$ cat config.mk
export PLATFORM = sky130hd
export DESIGN_NAME = mul_div_unit
export DESIGN_NICKNAME = d
export VERILOG_FILES = /design/src/rtl/mul_div_pkg.sv /design/src/rtl/mul_div_step.sv /design/src/rtl/mul_div_unit.sv
export SDC_FILE = /design/constraint.sdc
export NUM_CORES = 1
export LEC_CHECK = 0
export BUFFER_PORTS_ARGS = -buffer_cell sky130_fd_sc_hd__buf_2
export CORE_MARGIN = 3
export CORE_UTILIZATION = 50
export CTS_CLUSTER_DIAMETER = 40
export DETAILED_ROUTE_END_ITERATION = 10
export PLACE_DENSITY_LB_ADDON = 0.2
export RECOVER_POWER = 25
export SYNTH_ARGS = -nofsm -noshare
export SYNTH_HDL_FRONTEND = slang
export SYNTH_SLANG_ARGS = --single-unit
$ cat constraint.sdc
create_clock -name clk -period 3.35 [get_ports clk]
set_input_delay 0.335 -clock clk [delete_from_list [all_inputs] [get_ports clk]]
set_output_delay 0.335 -clock clk [all_outputs]
set_load 0.1 [all_outputs]
$ cat src/rtl/mul_div_pkg.sv
// mul_div_pkg: shared encodings for the multiply/divide unit.
package mul_div_pkg;

    localparam int unsigned OP_W = 2;

    // Operation encoding on the op port
    typedef enum logic [OP_W-1:0] {
        OP_MUL   = 2'b00,
        OP_MULHU = 2'b01,
        OP_DIVU  = 2'b10,
        OP_REMU  = 2'b11
    } op_e;

    // Sequencer states
    typedef enum logic [1:0] {
        IDLE = 2'b00,
        MUL  = 2'b01,
        DIV  = 2'b10,
        WB   = 2'b11
    } state_e;

endpackage

$ cat src/rtl/mul_div_step.sv
// mul_div_step: one combinational iteration of shift-add multiply or restoring divide.
// The divide mode and its i_div select exist only when MUL_DIV_UNIT_DIV_EN is defined.
module mul_div_step #(
    parameter int unsigned m = 32
) (
`ifdef MUL_DIV_UNIT_DIV_EN
    input  logic         i_div,
`endif
    input  logic [m-1:0] i_hi,
    input  logic [m-1:0] i_lo,
    input  logic [m-1:0] i_opnd,
    output logic [m-1:0] o_hi_c,
    output logic [m-1:0] o_lo_c
);

    logic [m:0] w_sum;

    // Multiply: add the multiplicand when the multiplier LSB is set
    always_comb begin
        w_sum = {1'b0, i_hi};
        if (i_lo[0]) begin
            w_sum = w_sum + {1'b0, i_opnd};
        end
    end

`ifdef MUL_DIV_UNIT_DIV_EN
    logic [m:0] w_rem;
    logic [m:0] w_diff;
    logic       w_ge;

    // Divide: shift next dividend bit into the remainder and trial-subtract the divisor
    always_comb begin
        w_rem  = {i_hi, i_lo[m-1]};
        w_diff = w_rem - {1'b0, i_opnd};
        w_ge   = ~w_diff[m];
    end

    // Mode select; a zero divisor never borrows, giving all-ones quotient and remainder = dividend
    always_comb begin
        if (i_div) begin
            o_hi_c = w_ge ? w_diff[m-1:0] : w_rem[m-1:0];
            o_lo_c = {i_lo[m-2:0], w_ge};
        end else begin
            o_hi_c = w_sum[m:1];
            o_lo_c = {w_sum[0], i_lo[m-1:1]};
        end
    end
`else
    // Multiply only: shift the {carry, hi, lo} product right by one
    always_comb begin
        o_hi_c = w_sum[m:1];
        o_lo_c = {w_sum[0], i_lo[m-1:1]};
    end
`endif

endmodule

$ cat src/rtl/mul_div_unit.sv
// mul_div_unit: iterative unsigned MUL/MULHU (and DIVU/REMU with MUL_DIV_UNIT_DIV_EN defined),
// one bit per cycle, writing the result back to a register file in a single WB cycle.
module mul_div_unit
    import mul_div_pkg::*;
#(
    parameter int unsigned n = 5,
    parameter int unsigned m = 32
) (
    input  logic            clk,
    input  logic            rst_n,
    input  logic            start,
    input  logic [OP_W-1:0] op,
    input  logic [m-1:0]    rs_a,
    input  logic [m-1:0]    rs_b,
    input  logic [n-1:0]    dest,
    output logic            busy,
    output logic            wb_we,
    output logic [n-1:0]    wb_addr,
    output logic [m-1:0]    wb_data
);

    localparam int unsigned CNT_W = $clog2(m) + 1;

    state_e             r_state;
    logic               r_busy;
    logic [CNT_W-1:0]   r_cnt;
    logic [m-1:0]       r_hi;
    logic [m-1:0]       r_lo;
    logic [m-1:0]       r_opnd;
    logic               r_hi_sel;
    logic [n-1:0]       r_dest;
    logic               r_wb_we;
    logic [n-1:0]       r_wb_addr;
    logic [m-1:0]       r_wb_data;

    logic               w_div_op;
    logic               w_accept;
    logic [m-1:0]       w_hi_nxt;
    logic [m-1:0]       w_lo_nxt;

`ifdef MUL_DIV_UNIT_DIV_EN
    logic               w_div_mode;
    assign w_div_mode = (r_state == DIV);
    assign w_div_op   = op[1];
`else
    assign w_div_op   = 1'b0;
`endif

    // Divide requests are dropped entirely when the divider is not built
    assign w_accept = start && (!op[1] || w_div_op);

    mul_div_step #(
        .m      (m)
    ) u_step (
`ifdef MUL_DIV_UNIT_DIV_EN
        .i_div  (w_div_mode),
`endif
        .i_hi   (r_hi),
        .i_lo   (r_lo),
        .i_opnd (r_opnd),
        .o_hi_c (w_hi_nxt),
        .o_lo_c (w_lo_nxt)
    );

    // Sequencer: capture, iterate m steps, then one registered write-back cycle
    always_ff @(posedge clk or negedge rst_n) begin
        if (!rst_n) begin
            r_state   <= IDLE;
            r_busy    <= 1'b0;
            r_cnt     <= '0;
            r_hi      <= '0;
            r_lo      <= '0;
            r_opnd    <= '0;
            r_hi_sel  <= 1'b0;
            r_dest    <= '0;
            r_wb_we   <= 1'b0;
            r_wb_addr <= '0;
            r_wb_data <= '0;
        end else begin
            r_wb_we <= 1'b0;
            case (r_state)
                IDLE: begin
                    if (w_accept) begin
                        // Iterated operand sits in r_lo; r_opnd is the addend/divisor
                        r_state  <= w_div_op ? DIV : MUL;
                        r_busy   <= 1'b1;
                        r_cnt    <= '0;
                        r_hi     <= '0;
                        r_lo     <= w_div_op ? rs_a : rs_b;
                        r_opnd   <= w_div_op ? rs_b : rs_a;
                        r_hi_sel <= op[0];
                        r_dest   <= dest;
                    end
                end
                MUL, DIV: begin
                    r_hi <= w_hi_nxt;
                    r_lo <= w_lo_nxt;
                    if (r_cnt == CNT_W'(m - 1)) begin
                        r_cnt   <= '0;
                        r_state <= WB;
                    end else begin
                        r_cnt <= r_cnt + CNT_W'(1);
                    end
                end
                WB: begin
                    // High word holds MULHU product / REMU remainder, low word MUL product / DIVU quotient
                    r_wb_we   <= (r_dest != '0);
                    r_wb_addr <= r_dest;
                    r_wb_data <= r_hi_sel ? r_hi : r_lo;
                    r_state   <= IDLE;
                    r_busy    <= 1'b0;
                end
                default: begin
                    r_state <= IDLE;
                    r_busy  <= 1'b0;
                end
            endcase
        end
    end

    assign busy    = r_busy;
    assign wb_we   = r_wb_we;
    assign wb_addr = r_wb_addr;
    assign wb_data = r_wb_data;

endmodule

==> results of run 1 <==
## layout make-up
cell class | count | area (µm²)
clock buffer | 22 | 464
multi-input combinational | 596 | 4130
timing repair buffer | 126 | 668
sequential | 149 | 3730
inverter | 8 | 30.0
tap | 211 | 264
clock inverter | 10 | 154
fill | 1317 | 6040
## power by group
part / switching, mW / internal, mW
clock: 0.740 / 1.28
sequential: 0.684 / 2.49
combinational: 3.15 / 2.11
total: 4.57 / 5.88
## critical path, stage by stage (launching register included)
cell	delay [ps]
dfrtp_1	420
ha_1	400
a21oi_1	260
o21ai_0	160
or3_1	350
o21ai_0	470
o31a_1	240
o21ai_0	100
a22o_1	200
## routing by layer
| metal | wire length, µm | up-vias | GRT usage (%) |
|---|---|---|---|
| li1 | - | 3074 | - |
| met1 | 9760 | 3219 | 34.1 |
| met2 | 9540 | 174 | 37.2 |
| met3 | 885 | 23 | 3.65 |
| met4 | 301 | 0 | 6.87 |
| met5 | 0 | - | 0 |
## layout by cell type, fill, tap and decap left out, drive strengths merged, types with 3 or more instances in the layout
cell	count
dfrtp	149
buf	123
o21ai	91
nand2	78
mux2i	74
a21oi	73
nor2	56
mux2	43
ha	36
clkbuf	24
a22oi	20
xnor2	17
a21o	15
xor2	12
nand3	8
nand4	8
inv	8
a211oi	6
clkinv	6
o31ai	6
a31oi	5
and2	5
nand2b	4
and3	4
bufinv	4
nor3	3
o21bai	3
o21a	3
## metrics by stage
stage,instances,power (mW),setup WS [ps],util [%]
after floorplan,797,7.13,1030,-
after detailed placement,1089,8.39,663,57.1
final,1122,10.5,630,61.0
after global placement,1089,8.25,694,57.1
after CTS,1122,10.5,648,61.1
after global routing,1122,11.2,421,61.0
## worst min-delay path by stage
stage / start / depth (start not counted) / end
floorplan: rst_n / 0 / busy
global placement: rst_n / 1 / wb_addr[3]
detailed placement: rst_n / 1 / r_dest[1]
CTS: rs_a[14] / 2 / r_opnd[14]
global route: rs_a[12] / 2 / r_opnd[12]
finish: rs_a[14] / 2 / r_opnd[14]
## sequential cells by signal, summed over array words and instances, names as in the netlist
| register | cells |
|---|---|
| r_lo | 32 |
| r_state | 2 |
| r_dest | 5 |
| wb_data | 32 |
| busy | 1 |
| wb_addr | 5 |
| r_hi_sel | 1 |
| r_hi | 32 |
| wb_we | 1 |
| r_cnt | 6 |
| r_opnd | 32 |
## cell families (layout without fill, tap and decap cells)
family	after synthesis	after routing	share of synthesized area, %
muxes	117	117	15.2
DFF	149	149	46.2
AOI/OAI and AO/OA	234	234	17.2
adders and majority gates	37	37	5.83
and+or+nand+nor	179	179	9.82
xor gates and xnor gates	29	29	3.15
buffers and inverters	52	166	2.70
==> metrics.yaml, run 1 <==
cts_sinks: 149
rows: 45
setup_tns_ps: 0
port_buffers: 112
setup.worst_path.start_class: "flop"
r2r_cells: 8
cts_resized: 0
cts-hold-fix-buffers: 1
clockBufferDepth: 2
reg2reg_from: "r_hi[19]"
overflow: 0
path_clk_slew_ps: 60
antenna_found_initial: 0
routedWlPerCell_um: 18.3
design_area_mm2: 0.00944
synthTopCellsByArea: "dfrtp_1 (46%), mux2i_1 (9.2%), mux2_2 (6.0%)"
ys_seq_area_share_pct: 46.2
worstPathMaxFanout: 6
synth-seq-cells: 149
cts_buffers: 17
relSlewSlack_pct: 8.29
fin_nets: 1009
grt_pass1_wl_mm: 33.8
synth_commonest_cells: "dfrtp_1 (149), o21ai_0 (88), nand2_1 (77), mux2i_1 (74), a21oi_1 (73)"
yosys.area.top_type: "dfrtp_1"
fin_crit_sh_pct: 81.2
critPathArrivalTime_ps: 3030
tightest_slew_ps: 1380
reg2reg_slack_ps: 630
antennaDiodeCount: 0
avgSynthCellArea_um2: 10.1
ant_nets: 0
critPathKind: "reg2reg"
max_freq_mhz: 368
dieWidth_um: 133
grtUsageTotal_pct: 23.7
grt_setup_unrepaired: "false"
syn_area_mm2: 0.00807
synthCells: 797
coreArea_mm2: 0.0155
dr.pass1.iters: 5
hp-class: "in2reg"
drv_slew: 0
drive_gt1_share_pct: 23.4
ir_worst_vdd_v: 0.000476
placed_cell_area_mm2: 0.00883
drt_iter0_markers: 474
die-area_mm2: 0.0177
syn_nets: 908
synth_top_area_share_pct: 46.2
wl_mm: 20.5
grt_max_degree: 64
ys_types: 58
area_growth_pct: 17.0
route.vias.total: 6490
clk_latency_ps: 430
grt_pass1_vias: 6553
post_cts_buffers: 0
h-tree-depth: 4
reg2reg_to: "r_hi[31]"
cp-endpoint: "r_hi[31]"
initial_core_util_pct: 52.1
status: "completed"
p_leak_nw: 4.64
final.min_clock_period_ps: 2720
yosys_warnings: 0
whs_ps: 134
yosysMostFrequentCell: "dfrtp_1"
startpoint: "r_hi[19]"
drc: 0
required_ps: 3660
skew_ps: 8.49
synth_edf_count: 0
cts_tree: "done"
hold_viol_final: 0
maxCapViolations: 0
synthFlopType: "dfrtp_1"
gp_congestion: 0.932
p_per_area_mw_per_mm2: 1110
async_reset_ff_share_pct: 100
dp_hpwl_mm: 14.8
clock-root-buffer: "clkbuf_16"
avgViaCountPerCell: 5.78
end_kind: "flop"
io_pins: 113
die_h_um: 133
finalSetupViolations: 0
Note: power is estimated with default switching activity, not from simulation.
==> inputs of run 2 (changes only) <==
==> constraint.sdc (replaced) <==
create_clock -name clk -period 2.7 [get_ports clk]
set_input_delay 0.27 -clock clk [delete_from_list [all_inputs] [get_ports clk]]
set_output_delay 0.27 -clock clk [all_outputs]
set_load 0.1 [all_outputs]
==> metrics.yaml, run 2 (same netlist as run 1, synthesis figures left out) <==
status: "finished, violations left"
violations: "capacitance limit, slew limit"
ant_nets: 0
worstPathMaxFanout: 6
p_leak_nw: 4.70
die-area_mm2: 0.0177
final_common_cell: "dfrtp_1"
finalSetupViolations: 0
multi_input_area_mm2: 0.00417
cts_sinks: 149
layout_common_cells: "dfrtp_1 (148), buf_2 (111), o21ai_0 (86)"
wl_mm: 20.2
cts_buffers: 17
clkPwrFrac_pct: 19.8
grt_max_degree: 75
drc: 0
setup.worst_path.start_class: "flop"
p_per_area_mw_per_mm2: 1370
die_h_um: 133
rows: 45
critPathArrivalTime_ps: 2870
drv_slew: 74
antenna_found_initial: 0
route.vias.total: 6430
p_sw_share_pct: 43.1
io_pins: 113
port_buffers: 112
required_ps: 3010
hold_viol_final: 0
n_fill_cell: 1290
ir_worst_vdd_v: 0.000805
drt_iter0_markers: 455
hp-class: "in2reg"
cpMaxStageDelayCell: "dfrtp_1"
post_cts_buffers: 0
tightest_slew_ps: 1930
setup_tns_ps: 0
dp_hpwl_mm: 14.6
initial_core_util_pct: 52.1
cts_tree: "done"
max_stage_delay_ps: 420
critPathKind: "reg2reg"
area_growth_pct: 19.2
dr.pass1.iters: 5
clockBufferDepth: 2
max_freq_mhz: 391
antennaDiodeCount: 0
dieWidth_um: 133
path_clk_slew_ps: 60
relSlewSlack_pct: -28.5
fin_nets: 1019
whs_ps: 73.3
clk_latency_ps: 430
grt_setup_unrepaired: "false"
coreArea_mm2: 0.0155
cpMostUsedCell: "o21ai_0"
gp_congestion: 0.947
maxCapViolations: 1
drive_gt1_share_pct: 25.3
clock-root-buffer: "clkbuf_16"
final-seq-area_mm2: 0.00373
grt_pass1_wl_mm: 33.3
overflow: 0
grtUsageTotal_pct: 23.4
final.min_clock_period_ps: 2560
end_kind: "flop"
routedWlPerCell_um: 17.8
path_cells: "ha_1, a21oi_1, o21ai_0, or3_1, o21ai_0, buf_4, o31a_1, o21ai_0, a22o_1"
pwr-share-comb_pct: 50.7
grt_pass1_vias: 6383
fin_crit_sh_pct: 94.7
switchingPower_mw: 5.71
cellInternalPower_mw: 7.52
h-tree-depth: 4
skew_ps: 8.44
avgViaCountPerCell: 5.68
p_seq_share_pct: 29.5
run 2: cell count changes in the layout (fill, tap and decap cells not counted), moves of 2 or more:
cell	before	now
buf_12	0	3
o21ai_0	88	86
clkinvlp_4	0	3
ha_2	2	4
clkbuf_1	3	1
buf_4	12	19
ha_1	34	32
clkinv_2	5	2
a21oi_2	0	2
a21oi_1	73	71
run 2: through the flow:
| step | instances | setup slack (ps) | instance area (µm²) | power, mW | utilization [%] |
|---|---|---|---|---|---|
| final | 1132 | 143 | 9620 | 13.2 | 62.2 |
| after global routing | 1132 | 4.52 | 9620 | 14.2 | 62.2 |
| after CTS | 1132 | 94.3 | 9600 | 13.2 | 62.0 |
| after detailed placement | 1099 | 0.873 | 8930 | 10.5 | 57.7 |
| after global placement | 1099 | 43.2 | 8930 | 10.4 | 57.7 |
| after floorplan | 797 | 375 | 8070 | 8.84 | - |
run 2: layer usage:
metal | GRT usage (%) | part of all wire [%] | vias to the layer above
met5 | 0 | 0 | -
met4 | 6.47 | 1.4 | 0
met3 | 4.52 | 3.7 | 27
met2 | 35.6 | 45 | 152
met1 | 34.4 | 50 | 3157
li1 | - | - | 3094
run 2: area by class of cell:
cell class | instances | area share [%]
clock buffer | 20 | 4.75
sequential | 149 | 38.8
multi-input combinational | 596 | 43.3
tap | 211 | 2.74
timing repair buffer | 136 | 8.09
clock inverter | 12 | 2.08
inverter | 8 | 0.312
run 2: path summary, 6_finish.rpt:
check / from / to / slack [ps] / depth (start not counted)
hold / removal: rs_a[17] / r_opnd[17] / 70 / 2
hold reg to reg: r_opnd[0] / r_opnd[0] / 510 / 1
max in group asynchronous: rst_n / wb_data[25] / 400 / 3
setup reg to reg: r_hi[19] / r_hi[31] / 140 / 9
setup / recovery: r_hi[19] / r_hi[31] / 140 / 9
min in group asynchronous: rst_n / wb_addr[3] / 920 / 2
run 2: power groups by stage:
stage / combinational (mW) / sequential (mW) / clock (mW)
finish: 6.71 / 3.90 / 2.62
global route: 7.41 / 4.02 / 2.78
CTS: 6.65 / 3.89 / 2.68
detailed placement: 6.57 / 3.92 / 0
global placement: 6.48 / 3.87 / 0
floorplan: 4.77 / 4.07 / 0
run 2: what timing repair did:
item | 4_1_cts | 5_1_grt
gates resized for setup | 1 | 9
hold buffers | 1 | 0
endpoints found under the hold margin | 72 | 0
gates cloned | 0 | 0
endpoints found under the setup margin | 2 | 8
run 2: critical path: cells and delay by family, from the launching register on:
kind / cells / cell delay [ps]
AOI/OAI and AO/OA: 6 / 1110
DFF: 1 / 420
adders and majority gates: 1 / 410
and+or+nand+nor: 1 / 360
buffers and inverters: 1 / 150
==> inputs of run 3 (changes only) <==
--- a/config.mk
+++ b/config.mk
@@ -12,6 +12,7 @@
 export DETAILED_ROUTE_END_ITERATION = 10
 export PLACE_DENSITY_LB_ADDON = 0.2
 export RECOVER_POWER = 25
+export SETUP_SLACK_MARGIN = 0.2
 export SYNTH_ARGS = -nofsm -noshare
 export SYNTH_HDL_FRONTEND = slang
 export SYNTH_SLANG_ARGS = --single-unit
==> metrics.yaml, run 3 (same netlist as run 1, synthesis figures left out) <==
fin_crit_sh_pct: 90.5
antennaDiodeCount: 0
dp_hpwl_mm: 14.6
dr.pass1.iters: 5
p_per_area_mw_per_mm2: 1390
layout_common_cells: "dfrtp_1 (146), buf_2 (111), o21ai_0 (79)"
port_buffers: 112
grtUsageTotal_pct: 23.6
die_h_um: 133
layout.cells.non_filler: 1138
antenna_found_initial: 0
die-area_mm2: 0.0177
skew_ps: 10.1
tightest_slew_ps: 1920
rows: 45
p_leak_nw: 4.73
setup_tns_ps: 0
cts_tree: "done"
end_kind: "flop"
met1_length_mm: 10.1
relSlewSlack_pct: -28.0
initial_core_util_pct: 52.1
maxCapViolations: 1
worstPathMaxFanout: 5
clock-root-buffer: "clkbuf_16"
drv_slew: 74
pre_cts_slack_ps: 0.873
drt_iter0_markers: 453
ant_nets: 0
hp-class: "in2reg"
wl_met3_um: 875
cts_buffers: 17
dieWidth_um: 133
overflow: 0
h-tree-depth: 4
route.vias.total: 6474
drc: 0
gp_congestion: 0.947
routedWlPerCell_um: 18.1
finalSetupViolations: 0
wl_mm: 20.6
setup.worst_path.start_class: "flop"
max_freq_mhz: 409
hold_viol_final: 0
finalWorstSetupSlack_ps: 256
highest_layer: "met4"
area_growth_pct: 21.8
grt_setup_unrepaired: "true"
status: "finished, violations left"
final.min_clock_period_ps: 2440
n_fill_cell: 1272
required_ps: 3000
grt_pass1_vias: 6424
ir_worst_vdd_v: 0.000808
io_pins: 113
placedCellCount: 1099
cts_sinks: 149
path_clk_slew_ps: 60
grt_max_degree: 75
drive_gt1_share_pct: 28.5
placed_cell_area_mm2: 0.00893
clk_latency_ps: 430
wl_met2_mm: 9.41
critPathKind: "reg2reg"
critPathArrivalTime_ps: 2750
p_total_mw: 13.7
grt_pass1_wl_mm: 33.6
final_common_cell: "dfrtp_1"
coreArea_mm2: 0.0155
fin_nets: 1025
avgViaCountPerCell: 5.69
violations: "capacitance limit, slew limit"
design_area_mm2: 0.00983
clockBufferDepth: 2
==> run 3: cell types whose count changed in the layout (fill, tap and decap cells not counted), sizes merged <==
cell,before,now
buf,133,140
clkbuf,22,21
==> run 3: worst paths after layout <==
check / start / endpoint / slack (ps) / depth (start not counted)
hold reg to reg: wb_addr[1] / wb_addr[1] / 510 / 1
hold / removal: rs_a[16] / r_opnd[16] / 70 / 2
min in group asynchronous: rst_n / wb_addr[3] / 900 / 2
max in group asynchronous: rst_n / r_hi[1] / 540 / 2
setup reg to reg: r_hi[10] / r_hi[24] / 260 / 11
setup / recovery: r_hi[10] / r_hi[24] / 260 / 11
==> run 3: per-layer routing <==
layer	GRT usage [%]	vias up
li1	-	3112
met1	34.5	3163
met2	35.9	172
met3	4.52	27
met4	6.52	0
met5	0	-
==> run 3: what timing repair did <==
action | CTS | global route
resized for setup | 13 | 36
hold endpoints to repair | 72 | 0
setup buffers | 1 | 5
pin swaps | 2 | 9
cloned | 0 | 0
setup endpoints to repair | 10 | 20
hold buffers | 1 | 0
==> run 3: where the power goes <==
| part | leakage, nW | internal, mW | total, mW | switching (mW) |
|---|---|---|---|---|
| combinational | 2.52 | 3.00 | 7.12 | 4.11 |
| clock | 0.313 | 1.69 | 2.62 | 0.932 |
| sequential | 1.90 | 3.09 | 3.95 | 0.861 |
==> run 3: critical path, cell delays in order (launching register included) <==
cell and delay (ps):
dfrtp_2 440, ha_1 340, buf_4 170, a21oi_2 140
o21ai_1 100, a211oi_1 210, buf_4 160, o31ai_4 90
a21oi_2 240, o21ai_2 90, xnor2_1 240, o21ai_0 100
==> run 3: per-stage QoR <==
step | hold slack [ps] | utilization, %
2_1_floorplan | -25.6 | -
3_3_place_gp | 331 | 57.7
3_5_place_dp | 341 | 57.7
4_1_cts | 48.7 | 62.4
5_1_grt | 52.8 | 63.5
6_report | 71.4 | 63.5
==> run 3: layout make-up <==
cell class              count  area [µm²]  share of cell area [%]
multi-input cells         596        4330                    44.0
flip-flops and latches    149        3730                    38.0
repair buffers            142         826                    8.40
clock buffers              20         457                    4.64
well taps                 211         264                    2.68
clock inverters            12         200                    2.04
inverters                   8        30.0                   0.305
